--- src/rtl/rf_wport_arbiter.sv ---
// Round-robin arbiter sharing the register-file write port between ALU and LSU/MDU writeback.
// Optional same-cycle forwarding from the registered port is enabled by RF_WPORT_BYPASS_EN.
module rf_wport_arbiter #(
    parameter int AW = 5,
    parameter int DW = 32,
    parameter int CW = 16
) (
    input  logic          clk,
    input  logic          rst,
    input  logic          hold,
    input  logic          req_a,
    input  logic [AW-1:0] waddr_a,
    input  logic [DW-1:0] wdata_a,
    output logic          gnt_a,
    input  logic          req_b,
    input  logic [AW-1:0] waddr_b,
    input  logic [DW-1:0] wdata_b,
    output logic          gnt_b,
`ifdef RF_WPORT_BYPASS_EN
    input  logic [AW-1:0] raddr1,
    input  logic [AW-1:0] raddr2,
    output logic          fwd1_hit,
    output logic          fwd2_hit,
    output logic [DW-1:0] fwd_data,
`endif
    output logic          rf_we,
    output logic [AW-1:0] rf_waddr,
    output logic [DW-1:0] rf_wdata,
    output logic [CW-1:0] commit_cnt,
    output logic [CW-1:0] conflict_cnt
);

    typedef enum logic {
        PRI_A = 1'b0,
        PRI_B = 1'b1
    } pri_t;

    pri_t          pri;
    pri_t          pri_nxt;
    logic          we_nxt;
    logic [AW-1:0] waddr_nxt;
    logic [DW-1:0] wdata_nxt;
    logic          conflict;
    logic          open;

    assign open     = ~rst & ~hold;
    assign conflict = req_a & req_b & open;

    always_ff @(posedge clk) begin
        if (rst) begin
            pri <= PRI_A;
        end else begin
            pri <= pri_nxt;
        end
    end

    always_comb begin
        gnt_a     = 1'b0;
        gnt_b     = 1'b0;
        pri_nxt   = pri;
        we_nxt    = 1'b0;
        waddr_nxt = rf_waddr;
        wdata_nxt = rf_wdata;
        if (open) begin
            gnt_a = req_a & ((pri == PRI_A) | ~req_b);
            gnt_b = req_b & ((pri == PRI_B) | ~req_a);
        end
        unique case (1'b1)
            gnt_a: begin
                pri_nxt = PRI_B;
                // x0 writes are consumed but never reach the file
                if (waddr_a != '0) begin
                    we_nxt    = 1'b1;
                    waddr_nxt = waddr_a;
                    wdata_nxt = wdata_a;
                end
            end
            gnt_b: begin
                pri_nxt = PRI_A;
                if (waddr_b != '0) begin
                    we_nxt    = 1'b1;
                    waddr_nxt = waddr_b;
                    wdata_nxt = wdata_b;
                end
            end
            default: begin
            end
        endcase
    end

    always_ff @(posedge clk) begin
        if (rst) begin
            rf_we    <= 1'b0;
            rf_waddr <= '0;
            rf_wdata <= '0;
        end else begin
            rf_we    <= we_nxt;
            rf_waddr <= waddr_nxt;
            rf_wdata <= wdata_nxt;
        end
    end

    // counters saturate so a long debug run never wraps to a misleading value
    always_ff @(posedge clk) begin
        if (rst) begin
            commit_cnt   <= '0;
            conflict_cnt <= '0;
        end else begin
            if (we_nxt && (commit_cnt != '1)) begin
                commit_cnt <= commit_cnt + 1'b1;
            end
            if (conflict && (conflict_cnt != '1)) begin
                conflict_cnt <= conflict_cnt + 1'b1;
            end
        end
    end

`ifdef RF_WPORT_BYPASS_EN
    assign fwd1_hit = rf_we & (rf_waddr == raddr1) & (raddr1 != '0);
    assign fwd2_hit = rf_we & (rf_waddr == raddr2) & (raddr2 != '0);
    assign fwd_data = rf_wdata;
`endif

endmodule

--- config.mk ---
export PLATFORM = sky130hd
export DESIGN_NAME = rf_wport_arbiter
export DESIGN_NICKNAME = d
export VERILOG_FILES = /design/src/rtl/rf_wport_arbiter.sv
export SDC_FILE = /design/constraint.sdc
export NUM_CORES = 1
export LEC_CHECK = 0
export ABC_AREA = 1
export BUFFER_PORTS_ARGS = -buffer_cell sky130_fd_sc_hd__clkbuf_2
export CORE_ASPECT_RATIO = 1.2
export CORE_MARGIN = 2
export CORE_UTILIZATION = 45
export CTS_BUF_LIST = sky130_fd_sc_hd__clkbuf_8
export CTS_CLUSTER_DIAMETER = 30
export CTS_CLUSTER_SIZE = 12
export DETAILED_ROUTE_END_ITERATION = 10
export GPL_TIMING_DRIVEN = 0
export HOLD_SLACK_MARGIN = 0.05
export PLACE_DENSITY = 0.9
export SETUP_SLACK_MARGIN = 0.3
export SYNTH_ARGS = -nofsm -noshare
export SYNTH_HDL_FRONTEND = slang
export SYNTH_SLANG_ARGS = --single-unit
--- constraint.sdc ---
create_clock -name clk -period 1.4 [get_ports clk]
set_input_delay 0 -clock clk [delete_from_list [all_inputs] [get_ports clk]]
set_output_delay 0 -clock clk [all_outputs]
set_load 0.01 [all_outputs]
==> qor.yml <==
outcome:
  status: "finished with violations"
  violations: "negative hold slack, negative setup slack"
drt:
  via_per_inst: 6.01
  vias: 5954
  wirelength_um: 20900
  ant_nets: 0
  drt_pass1_iterations: 5
  drc: 0
  wire_per_inst_um: 21.1
  first_iter_violations: 511
yosys:
  yosys-top-cells-area: "dfxtp_1 (38%), nand2_1 (21%), nor2_1 (13%)"
  synth-simple-area-share_pct: 42.1
  synth_seq_cells: 71
  yosys.area_share.xor_xnor_pct: 2.09
  yosys_warnings: 0
  synth_compound_area_share_pct: 9.79
  ys_types: 26
  synth_fa_ha_area_share_pct: 0.664
  syn_avg_cell_area_um2: 6.23
  syn_area_um2: 3770
  netlist_instances: 605
  synth_top_area_cell: "dfxtp_1"
  synth_nets: 686
  muxShareOfSynthArea_pct: 0
  synth_top_cell_area_share_pct: 37.7
  ys_seq_area_share_pct: 37.7
  synth_top_family_by_area: "simple AND/OR/NAND/NOR gates"
global_routing:
  grt_pass1_wl_um: 28000
  grt_usage_pct: 39.2
  grt_pass1_vias: 5728
  gr-total-overflow: 0
  grt_max_degree: 13
  antenna_found_initial: 0
clock_network:
  cts_sinks: 71
  ctsHtreeMaxLevel: 3
  clk_latency_ns: 0.36
  cts.reportedPaths.clkPinSlew_ns: 0.09
  numCtsBuffers: 9
  postCtsHoldBufs: 71
  clock_tree.buffer_depth: 2
  cts_root_buffer: "clkbuf_8"
  tritoncts: "yes"
layout:
  stdcell_area_um2: 7240
  drive_above_1_share_pct: 47.1
  area_growth_pct: 92.1
  diodes: 0
  final_nets: 972
  nFillCells: 334
sta:
  tns_ns: -6.09
  maxSlewViolCount: 0
  rsz0062_at_grt: "true"
  setup_slack_ns: -0.196
  max_slew_margin_pct: 34.2
  fin_skew_ns: 0.0112
  period_share_pct: 114
  fmax_mhz: 626
  finalCriticalPeriod_ns: 1.60
  hold_violations: 2
  hold_ws_ns: -0.0465
  setup_violations: 66
  worst_pin_slew_ns: 0.986
floorplanning:
  io-pin-count: 151
  coreArea_um2: 8110
  die_x_um: 87.6
  chipHeight_um: 104
  rows: 36
  dieArea_um2: 9130
  start_util_pct: 46.5
pwr:
  finalPower_mw: 5.36
  p_leak_nw: 3.39
  ir_worst_vdd_mv: 0.637
  cellPowerDensity_nw_per_um2: 740
worst_setup_path:
  worst_setup_path_end_kind: "register"
  critPathMaxFanout: 5
  crit_path_start_kind: "register"
  path_class: "reg2reg"
  worst_ep_required_time_ns: 1.67
  worstPathArrival_ns: 1.86
place:
  globalplace.congestion: 0.891
  numPortBuffers: 150
  place_area_um2: 4800
  dp_hpwl_um: 8110
min_path:
  hold_class: "in2reg"
run:
  max-cap-violations: 0
-- cell type report --
class                           count  area [um2]  share of cell area [%]
Clock inverter                      7        87.6                    1.21
Buffer                             25         269                    3.72
Tap cell                           95         119                    1.64
Sequential cell                    71        1480                    20.5
Inverter                           36         153                    2.11
Multi-Input combinational cell    473        2840                    39.2
Clock buffer                        9         124                    1.71
Timing Repair Buffer              275        2170                    29.9
-- synth_stat cells --
cell	n
nand2_4	3
nand3b_1	2
xnor2_1	4
a21oi_2	2
o21ai_1	29
clkbuf_1	7
nor3_1	3
nor2_4	2
o21ai_0	16
ha_1	2
nand4_1	7
o21ai_2	1
xor2_1	5
nor2_1	131
inv_1	33
dfxtp_1	71
buf_2	10
buf_4	3
a21boi_0	1
a21oi_1	22
inv_2	3
nand3_1	31
nor2_2	1
nand2_1	207
buf_6	5
nand2_2	4
-- timing repair --
action                                  in CTS  in global routing
pin swaps                                   32                 45
endpoints found under the hold margin       38                  2
endpoints found under the setup margin      73                 74
cloned                                       7                  3
buffers inserted                            32                 12
resized for setup                          135                130
-- state kept, by name, indices dropped and copies added, names as in the netlist --
register / flops
conflict_cnt: 16
rf_waddr: 5
pri: 1
commit_cnt: 16
rf_wdata: 32
rf_we: 1
-- cell families after synthesis --
kind of cell,Yosys count
AND/OR/NAND/NOR,391
adder cells (fa/ha/maj),2
flip-flops,71
XOR/XNOR,9
buffers and inverters,61
AO/OA/AOI/OAI,71
-- routing by layer --
metal	routed length, um	vias to the layer above	GRT usage, %
met3	2030	209	8.97
met5	0	-	0
met2	10300	568	67.3
li1	-	2484	-
met1	6610	2693	40.8
met4	1950	0	27.6
-- report_power, final --
part	switching, mW	internal, mW	total [mW]
combinational	0.671	0.642	1.31
sequential	0.0839	2.10	2.18
clock	0.868	0.993	1.86
-- per-stage QoR --
stage                     instances  worst slack, ns  utilization (%)
after global placement          850          -0.0937             59.2
after detailed placement        850           -0.121             59.2
final                           991           -0.196             89.3
after global routing            991           -0.266             89.3
after floorplan                 605           0.0465                -
after CTS                       976          0.00192             81.3
-- placed cells by master, fill, tap and decap left out, drive strengths merged, types with 3 or more instances in the layout --
cell,count
nand2,214
clkbuf,166
nor2,134
buf,72
dlygate4sd3,71
dfxtp,71
o21ai,46
inv,38
nand3,31
a21oi,24
nand4,7
xor2,5
xnor2,4
nor3,3
-- critical path: stages (launching register included) --
cell and delay [ns]:
dfxtp_2 0.41, nand2_1 0.17, nor2_4 0.18, nand2_4 0.10, inv_4 0.09, nand2_8 0.08, nand2_8 0.10, buf_8 0.14
nand2_4 0.06, a21oi_2 0.17
-- worst paths after layout --
kind | startpoint | endpoint | slack (ns) | cells after the start
worst max-delay path | commit_cnt[7]$_SDFFE_PP0P_ | commit_cnt[8]$_SDFFE_PP0P_ | -0.20 | 9
worst min-delay path | rst | conflict_cnt[12]$_SDFFE_PP0P_ | -0.05 | 2
worst max register to register | commit_cnt[7]$_SDFFE_PP0P_ | commit_cnt[8]$_SDFFE_PP0P_ | -0.20 | 9
worst min register to register | commit_cnt[15]$_SDFFE_PP0P_ | commit_cnt[15]$_SDFFE_PP0P_ | 0.50 | 2
(Power assumes the default switching activity.)
